[src/rtl/mul_div_unit_if.sv]
// Operand, control and result bundle between the control unit and mul_div_unit.
interface mul_div_unit_if;
    logic        start;
    logic [1:0]  op;
    logic [31:0] a;
    logic [31:0] b;
    logic        mthi;
    logic        mtlo;
    logic        busy;
    logic        done;
    logic [31:0] hi;
    logic [31:0] lo;

    modport master (
        output start, op, a, b, mthi, mtlo,
        input  busy, done, hi, lo
    );

    modport slave (
        input  start, op, a, b, mthi, mtlo,
        output busy, done, hi, lo
    );
endinterface

[src/rtl/mul_div_unit.sv]
// Iterative 32-bit multiply/divide unit with architectural HI/LO registers.
// 32-cycle shift-add multiply and restoring divide; sign handled on magnitudes.
// Define MDU_DIV_EN to build the divider; without it DIV/DIVU complete
// immediately (one-cycle done pulse) and leave HI/LO untouched.
module mul_div_unit (
    input  logic          clk,
    input  logic          clrn,
    mul_div_unit_if.slave bus
);
    typedef enum logic [1:0] {IDLE, RUN, FIX} state_t;

    state_t      state;
    logic [5:0]  cnt;
    logic [31:0] ah;          // product high / partial remainder
    logic [31:0] al;          // multiplier bits / dividend bits -> quotient
    logic [31:0] md;          // multiplicand / divisor magnitude
    logic        neg_q;       // negate product or quotient
    logic [31:0] hi_r;
    logic [31:0] lo_r;
    logic        busy_r;
    logic        done_r;

    logic        sgn;
    logic [31:0] a_mag;
    logic [31:0] b_mag;
    logic [32:0] mul_sum;
    logic [63:0] prod;
    logic [63:0] prod_fix;

`ifdef MDU_DIV_EN
    logic [1:0]  op_r;
    logic        neg_r;       // negate remainder (dividend was negative)
    logic        dz;          // divisor was zero
    logic [31:0] a_raw;       // raw dividend, returned in HI on divide-by-zero
    logic [32:0] div_shift;
    logic [32:0] div_diff;
    logic [31:0] quo_fix;
    logic [31:0] rem_fix;
`endif

    assign bus.busy = busy_r;
    assign bus.done = done_r;
    assign bus.hi   = hi_r;
    assign bus.lo   = lo_r;

    // Operand magnitudes, single-iteration datapath steps and sign correction
    always_comb begin
        sgn      = ~bus.op[0];
        a_mag    = (sgn && bus.a[31]) ? -bus.a : bus.a;
        b_mag    = (sgn && bus.b[31]) ? -bus.b : bus.b;
        mul_sum  = {1'b0, ah} + (al[0] ? {1'b0, md} : 33'd0);
        prod     = {ah, al};
        prod_fix = neg_q ? -prod : prod;
`ifdef MDU_DIV_EN
        div_shift = {ah, al[31]};
        div_diff  = div_shift - {1'b0, md};
        quo_fix   = neg_q ? -al : al;
        rem_fix   = neg_r ? -ah : ah;
`endif
    end

    // Control FSM, iteration registers and HI/LO, all registered
    always_ff @(posedge clk or negedge clrn) begin
        if (!clrn) begin
            state  <= IDLE;
            cnt    <= '0;
            ah     <= '0;
            al     <= '0;
            md     <= '0;
            neg_q  <= 1'b0;
            hi_r   <= '0;
            lo_r   <= '0;
            busy_r <= 1'b0;
            done_r <= 1'b0;
`ifdef MDU_DIV_EN
            op_r   <= '0;
            neg_r  <= 1'b0;
            dz     <= 1'b0;
            a_raw  <= '0;
`endif
        end else begin
            done_r <= 1'b0;
            case (state)
                IDLE: begin
                    if (bus.start) begin
                        cnt   <= '0;
                        ah    <= '0;
                        neg_q <= sgn & (bus.a[31] ^ bus.b[31]);
`ifdef MDU_DIV_EN
                        op_r   <= bus.op;
                        neg_r  <= sgn & bus.a[31];
                        dz     <= (bus.b == '0);
                        a_raw  <= bus.a;
                        state  <= RUN;
                        busy_r <= 1'b1;
                        if (bus.op[1]) begin
                            al <= a_mag;
                            md <= b_mag;
                        end else begin
                            al <= b_mag;
                            md <= a_mag;
                        end
`else
                        // Divides are acknowledged at once; loading the
                        // multiply registers for them is harmless.
                        al <= b_mag;
                        md <= a_mag;
                        if (bus.op[1]) begin
                            done_r <= 1'b1;
                        end else begin
                            state  <= RUN;
                            busy_r <= 1'b1;
                        end
`endif
                    end else begin
                        if (bus.mthi) hi_r <= bus.a;
                        if (bus.mtlo) lo_r <= bus.a;
                    end
                end
                RUN: begin
                    cnt <= cnt + 6'd1;
`ifdef MDU_DIV_EN
                    if (op_r[1]) begin
                        if (!div_diff[32]) begin
                            ah <= div_diff[31:0];
                            al <= {al[30:0], 1'b1};
                        end else begin
                            ah <= div_shift[31:0];
                            al <= {al[30:0], 1'b0};
                        end
                    end else begin
                        ah <= mul_sum[32:1];
                        al <= {mul_sum[0], al[31:1]};
                    end
`else
                    ah <= mul_sum[32:1];
                    al <= {mul_sum[0], al[31:1]};
`endif
                    if (cnt == 6'd31) state <= FIX;
                end
                FIX: begin
                    state  <= IDLE;
                    busy_r <= 1'b0;
                    done_r <= 1'b1;
`ifdef MDU_DIV_EN
                    if (op_r[1]) begin
                        if (dz) begin
                            hi_r <= a_raw;
                            lo_r <= '1;
                        end else begin
                            hi_r <= rem_fix;
                            lo_r <= quo_fix;
                        end
                    end else begin
                        {hi_r, lo_r} <= prod_fix;
                    end
`else
                    {hi_r, lo_r} <= prod_fix;
`endif
                end
                default: state <= IDLE;
            endcase
        end
    end
endmodule

[src/flat_wrapper.sv]
// flat-port wrapper written by rule: the top's interface ports become plain ports
module mul_div_unit_flat 
  (clk, clrn, bus_start, bus_op, bus_a, bus_b, bus_mthi, bus_mtlo, bus_busy, bus_done, bus_hi, bus_lo);
  mul_div_unit_if bus_i ();
  input  logic clk;
  input  logic clrn;
  input wire logic [$bits(bus_i.start)-1:0] bus_start;
  input wire logic [$bits(bus_i.op)-1:0] bus_op;
  input wire logic [$bits(bus_i.a)-1:0] bus_a;
  input wire logic [$bits(bus_i.b)-1:0] bus_b;
  input wire logic [$bits(bus_i.mthi)-1:0] bus_mthi;
  input wire logic [$bits(bus_i.mtlo)-1:0] bus_mtlo;
  output wire logic [$bits(bus_i.busy)-1:0] bus_busy;
  output wire logic [$bits(bus_i.done)-1:0] bus_done;
  output wire logic [$bits(bus_i.hi)-1:0] bus_hi;
  output wire logic [$bits(bus_i.lo)-1:0] bus_lo;
  assign bus_i.start = bus_start;
  assign bus_i.op = bus_op;
  assign bus_i.a = bus_a;
  assign bus_i.b = bus_b;
  assign bus_i.mthi = bus_mthi;
  assign bus_i.mtlo = bus_mtlo;
  assign bus_busy = bus_i.busy;
  assign bus_done = bus_i.done;
  assign bus_hi = bus_i.hi;
  assign bus_lo = bus_i.lo;
  mul_div_unit u_core (.clk(clk), .clrn(clrn), .bus(bus_i));
endmodule
[config.mk]
export PLATFORM = sky130hd
export DESIGN_NAME = mul_div_unit_flat
export DESIGN_NICKNAME = d
export VERILOG_FILES = /design/src/rtl/mul_div_unit_if.sv /design/src/rtl/mul_div_unit.sv /design/src/flat_wrapper.sv
export SDC_FILE = /design/constraint.sdc
export NUM_CORES = 1
export LEC_CHECK = 0
export BUFFER_PORTS_ARGS = -buffer_cell sky130_fd_sc_hd__buf_2
export CORE_ASPECT_RATIO = 1.1
export CORE_UTILIZATION = 43
export DETAILED_ROUTE_END_ITERATION = 16
export PLACE_DENSITY = 0.6
export SLEW_MARGIN = 20
export SYNTH_ARGS = -nofsm -noshare
export SYNTH_HDL_FRONTEND = slang
export SYNTH_SLANG_ARGS = --single-unit
[constraint.sdc]
create_clock -name clk -period 9.6 [get_ports clk]
set_clock_uncertainty 0.05 [all_clocks]
set_input_delay 1.92 -clock clk [delete_from_list [all_inputs] [get_ports clk]]
set_output_delay 1.92 -clock clk [all_outputs]
set_load 0.02 [all_outputs]
==> impl_metrics.json, run 1 <==
{
  "vias": 10800,
  "yosysMostFrequentCell": "nand2_1",
  "wl_per_cell_um": 20.1,
  "cp-startpoint": "bus_a[14]",
  "grt_pass1_wl_mm": 58.1,
  "detail_route.iter0.violations": 818,
  "synth_compound_gate_area_share_pct": 24.0,
  "areaGrowthSynthToFinish_pct": 13.2,
  "synth_seq_cells": 171,
  "place_congestion": 0.888,
  "ys_warn_count": 0,
  "drc": 0,
  "cts.sinks": 171,
  "min_from": "u_core.md[17]",
  "vias_per_cell": 5.87,
  "finalCoreUtilization_pct": 49.4,
  "drive_above_1_share_pct": 14.1,
  "synth_cell_types": 67,
  "clk_pin_slew_ns": 0.06,
  "synth.mux.area_fraction_pct": 2.14,
  "wl_mm": 37.1,
  "setup_viol": 0,
  "critPathArrivalTime_ns": 4.16,
  "ant_nets": 0,
  "core_area_sq_um": 26900,
  "yosysSeqAreaShare_pct": 36.5,
  "port_buffers": 136,
  "start_util_pct": 43.7,
  "clk_latency_ns": 0.44,
  "fin_ws_ns": 5.69,
  "synth_edf_count": 0,
  "grt-busiest-layer": "met2",
  "rsz0062_at_grt": "false",
  "cts_made_buffers": 17,
  "timing.fmax_mhz": 256,
  "syn_inst": 1396,
  "synth_area_leaders": "dfrtp_1 (36%), o21ai_0 (6.8%), nand2_1 (5.7%), xor2_1 (5.4%), ha_1 (3.8%)",
  "slowest_stage": "or3_1",
  "grt_util_all_layers_pct": 26.9,
  "ctsHtreeMaxLevel": 4,
  "outcome": "complete, no violations",
  "use_met3_pct": 3.54,
  "fillers": 2614,
  "cts_setup_buffers": 0,
  "hp-class": "reg -> reg",
  "synth_async_sr_flop_share_pct": 100,
  "finalPower_mw": 4.37,
  "irDropWorstVdd_v": 0.000117,
  "worstPathRequired_ns": 9.85,
  "slew_viol_final": 0,
  "cts_hold_buf": 0,
  "synth_xor_area_share_pct": 8.95,
  "antenna_found_initial": 0,
  "cp-start-kind": "input pin",
  "met2_usage_pct": 44.7,
  "synth_fa_ha_area_share_pct": 4.01,
  "syn-num-nets": 1504,
  "syn_area_sq_um": 11700,
  "drt-pass1-iter-count": 7,
  "hold_viol_final": 0,
  "antenna_cells": 0,
  "cts_buffer_depth": 2,
  "regArea_sq_um": 4280,
  "synth_common_cells": "nand2_1 (177), dfrtp_1 (171), o21ai_0 (159), nor2_1 (98), clkbuf_1 (82)",
  "end_kind": "register",
  "grt_pass1_vias": 10600,
  "dp_hpwl_mm": 27.4,
  "cts_tree": "built",
  "crit_path_max_fanout": 5,
  "crit_path_cell_trace": "buf_2, or3_1, nor4_1, nor4b_1, nand2_1, o41ai_1, xor2_1, o21ai_1",
  "synthDominantCellAreaShare_pct": 36.5,
  "power.density_nw_per_um2": 329,
  "hold_ws_ns": 0.421,
  "die-area_sq_um": 28000,
  "worstMarginPinSlew_ns": 1.06,
  "min_period_ns": 3.91,
  "finalCritPeriodShare_pct": 40.7,
  "die_w_um": 160,
  "max-cap-violations": 0,
  "grt_overflow": 0,
  "cts_resized": 0,
  "max_stage_delay_ns": 0.44,
  "synth-simple-area-share_pct": 21.1,
  "pin_count": 137,
  "die_h_um": 175,
  "use_met1_pct": 35.0,
  "synth_top_family_by_area": "compound AO/OA/AOI/OAI gates",
  "rows": 63,
  "synthFlopType": "dfrtp_1",
  "clockRootBuffer": "clkbuf_16",
  "finalNetCount": 1584,
  "synth_top_area_cell": "dfrtp_1",
  "tns_ns": 0,
  "synth.avg_cell_area_sq_um": 8.41,
  "relSlewSlack_pct": 29.5,
  "grt_max_degree": 100,
  "dp_slack_ns": 5.40,
  "r2r-start": "u_core.al[0]",
  "critical_path_class": "in -> reg",
  "multi_input_area_sq_um": 7110,
  "p_leak_nw": 5.60
}
-- stage by stage --
stage | std cells | area, sq um
detailed placement | 1814 | 12700
floorplan | 1396 | 11700
global route | 1845 | 13300
finish | 1845 | 13300
CTS | 1845 | 13300
global placement | 1814 | 12700
-- area by class of cell --
cell class | count | share of cell area (%)
Timing Repair Buffer | 152 | 6.07
Tap cell | 357 | 3.36
Inverter | 13 | 0.367
Clock buffer | 25 | 3.65
Sequential cell | 171 | 32.2
Multi-Input combinational cell | 1121 | 53.5
Clock inverter | 6 | 0.838
-- placed cells by master (no fill, tap or decap), types with 31 or more instances in the layout --
cell type | synthesis | routed
and2_1 | 36 | 36
buf_2 | 3 | 135
o21ai_0 | 159 | 159
a22oi_1 | 31 | 31
xnor2_1 | 48 | 48
xor2_1 | 72 | 72
a21oi_1 | 77 | 77
ha_1 | 36 | 36
dfrtp_1 | 171 | 170
nand2_1 | 177 | 177
nor2_1 | 98 | 96
-- power by group --
group | internal, mW | total, mW | leakage (nW) | switching, mW
clock network | 0.429 | 0.725 | 0.288 | 0.295
logic | 0.846 | 2.09 | 3.24 | 1.24
registers | 1.08 | 1.56 | 2.08 | 0.477
-- sequential cells by signal, summed over array words and instances, names as in the netlist, 2 cells and up --
signal,cells
u_core.md,32
u_core.ah,32
u_core.bus.lo,32
u_core.al,32
u_core.state,2
u_core.bus.hi,32
u_core.cnt,6
-- cells by family (layout without fill, tap and decap cells) --
kind of cell,Yosys count,count (layout)
buffers and inverters,104,196
xor gates and xnor gates,120,120
adders and majority gates,37,37
AOI/OAI and AO/OA,443,443
and+or+nand+nor,496,496
muxes,25,25
DFF,171,171
-- worst paths after layout --
check,endpoint,slack [ns],depth (start not counted)
min in group asynchronous,u_core.cnt[5],1.55,1
max reg2reg,u_core.ah[26],5.92,10
max,u_core.md[30],5.69,8
max in group asynchronous,u_core.neg_q,6.37,2
min reg2reg,u_core.md[17],0.42,2
min,u_core.md[17],0.42,2
-- layer usage --
metal	share of wire [%]	vias to the layer above	wire length, um
li1	-	5254	-
met3	3.9	73	1440
met4	3.7	0	1380
met2	47	284	17600
met1	45	5214	16700
met5	0	-	0
-- critical path: cells and delay by family --
family	cells	cell delay, ns
buffers and inverters	1	0.16
AOI/OAI and AO/OA	2	0.40
and+or+nand+nor	4	1.48
xor gates and xnor gates	1	0.19
No activity file was read; power rests on OpenSTA's default activity.
==> inputs of run 2 (changes only) <==
==> constraint.sdc (replaced) <==
create_clock -name clk -period 4 [get_ports clk]
set_clock_uncertainty 0.05 [all_clocks]
set_input_delay 0.8 -clock clk [delete_from_list [all_inputs] [get_ports clk]]
set_output_delay 0.8 -clock clk [all_outputs]
set_load 0.02 [all_outputs]
==> run 2 against run 1 <==
  * Clock power increased to 2.5 times the previous value
  * Register-to-register slack lost 5.3 ns
  * Global-route usage rose by 0.55 points
  * Largest power group unchanged
  * Non-clock buffer count grew 12
  * Utilization grew 0.60 points
  * Sequential share of layout area fell by 0.38 points
  * Die area unchanged
  * Hold slack got worse by 0.12 ns
  * Largest cell class unchanged
  * Wire length up 1.2%
==> impl_metrics.json, run 2 (synthesized netlist as in run 1, its figures left out) <==
{
  "outcome": "complete, no violations",
  "max-cap-violations": 0,
  "internal-power_mw": 5.73,
  "grt_max_degree": 64,
  "ctsHtreeMaxLevel": 4,
  "swShare_pct": 46.3,
  "clockRootBuffer": "clkbuf_16",
  "place_congestion": 0.906,
  "crit_path_cell_trace": "and2_1, ha_1, inv_1, fa_1, nor2b_1, o211ai_1, a211o_1, nand3b_1, a311oi_1, or4_1, nand3_1",
  "slowest_stage": "dfrtp_1",
  "cts_tree": "built",
  "wl_met1_mm": 16.7,
  "clk_latency_ns": 0.44,
  "finalNetCount": 1596,
  "clockPowerShare_pct": 17.2,
  "end_kind": "register",
  "critical_path_class": "reg -> reg",
  "wl_per_cell_um": 20.2,
  "dp_hpwl_mm": 28.5,
  "ant_nets": 0,
  "drc": 0,
  "irDropWorstVdd_v": 0.000337,
  "die-area_sq_um": 28000,
  "cts.sinks": 171,
  "worstPathRequired_ns": 4.33,
  "final_cell_mix": "nand2_1 (177), dfrtp_1 (170), o21ai_0 (159)",
  "relSlewSlack_pct": 31.2,
  "areaGrowthSynthToFinish_pct": 14.6,
  "die_h_um": 175,
  "worstMarginPinSlew_ns": 1.03,
  "wl_met3_mm": 1.73,
  "cts_setup_buffers": 0,
  "start_util_pct": 43.7,
  "power.density_nw_per_um2": 793,
  "grt_util_all_layers_pct": 27.4,
  "cp-start-kind": "register",
  "vias_per_cell": 5.88,
  "tns_ns": 0,
  "final_common_cell": "nand2_1",
  "setup_viol": 0,
  "place_area_sq_um": 12800,
  "cts_resized": 0,
  "min_period_ns": 3.36,
  "critPathArrivalTime_ns": 3.69,
  "crit_path_max_fanout": 20,
  "comb_power_share_pct": 47.5,
  "rsz0062_at_grt": "false",
  "slew_viol_final": 0,
  "antenna_found_initial": 0,
  "wl_met2_mm": 17.5,
  "hp-class": "in -> async",
  "routed.top_layer": "met4",
  "die_w_um": 160,
  "grt_overflow": 0,
  "cts_buffer_depth": 2,
  "p_seq_share_pct": 35.2,
  "clk_pin_slew_ns": 0.07,
  "max_stage_delay_ns": 0.73,
  "switching_power_mw": 4.93,
  "rows": 63,
  "grt_pass1_vias": 10800,
  "drt-pass1-iter-count": 6,
  "finalCritPeriodShare_pct": 83.9,
  "finalInstanceArea_sq_um": 13400,
  "cts_hold_buf": 0,
  "timing.fmax_mhz": 298,
  "port_buffers": 136,
  "wl_mm": 37.5,
  "hold_viol_final": 0,
  "p_leak_nw": 5.69,
  "drive_above_1_share_pct": 15.1,
  "cts_made_buffers": 17,
  "vias": 10900,
  "grt_pass1_wl_mm": 59.5,
  "detail_route.iter0.violations": 666,
  "pin_count": 137,
  "antenna_cells": 0,
  "finalCoreUtilization_pct": 50.0,
  "core_area_sq_um": 26900
}
run 2: changes by cell type in the layout (fill, tap and decap cells not counted), moves of 2 or more:
cell,delta
buf_12,+3
inv_6,+2
clkinvlp_4,+3
clkbuf_1,-4
clkbuf_8,-2
buf_4,+9
run 2: layout make-up:
type	count	area, sq um
multi-input cells	1121	7100
repair buffers	164	935
fillers	2615	13400
flip-flops and latches	171	4280
well taps	357	447
clock buffers	19	443
clock inverters	13	189
inverters	13	48.8
run 2: power by group through the flow:
stage | sequential, mW | combinational [mW] | clock, mW
6_report | 3.76 | 5.07 | 1.83
5_1_grt | 3.87 | 5.68 | 1.92
4_1_cts | 3.73 | 5.08 | 1.86
3_5_place_dp | 3.75 | 5.06 | 0
3_3_place_gp | 3.74 | 5.00 | 0
2_1_floorplan | 3.64 | 3.44 | 0
run 2: worst paths after layout:
check                      slack, ns               from  depth (start not counted)           endpoint
max reg2reg                     0.64       u_core.al[0]                         11      u_core.ah[29]
min                             0.30               clrn                          1      u_core.cnt[5]
min reg2reg                     0.42  u_core.bus.lo[10]                          1  u_core.bus.lo[10]
max                             0.64       u_core.al[0]                         11      u_core.ah[29]
max in group asynchronous       2.81               clrn                          2  u_core.bus.lo[27]
min in group clk                0.42  u_core.bus.lo[10]                          1  u_core.bus.lo[10]
run 2: critical path: cells and delay by family, from the launching register on:
kind                     cells  cell delay (ns)
AO/OA/AOI/OAI                3             0.72
adder cells (fa/ha/maj)      2             0.59
buffers and inverters        1             0.06
flip-flops                   1             0.73
AND/OR/NAND/NOR              5             1.14
run 2: layer usage:
layer	GRT usage, %	up-vias
li1	-	5277
met1	35.3	5277
met2	44.8	301
met3	4.42	75
met4	13.6	0
met5	0	-
run 2: through the flow:
step,hold WS (ns),instances,worst slack [ns],power [mW]
global placement,0.408,1826,0.481,8.73
CTS,0.328,1858,0.663,10.7
global route,0.349,1858,0.338,11.5
floorplan,0.392,1396,0.982,7.08
finish,0.302,1858,0.644,10.7
detailed placement,0.412,1826,0.469,8.81
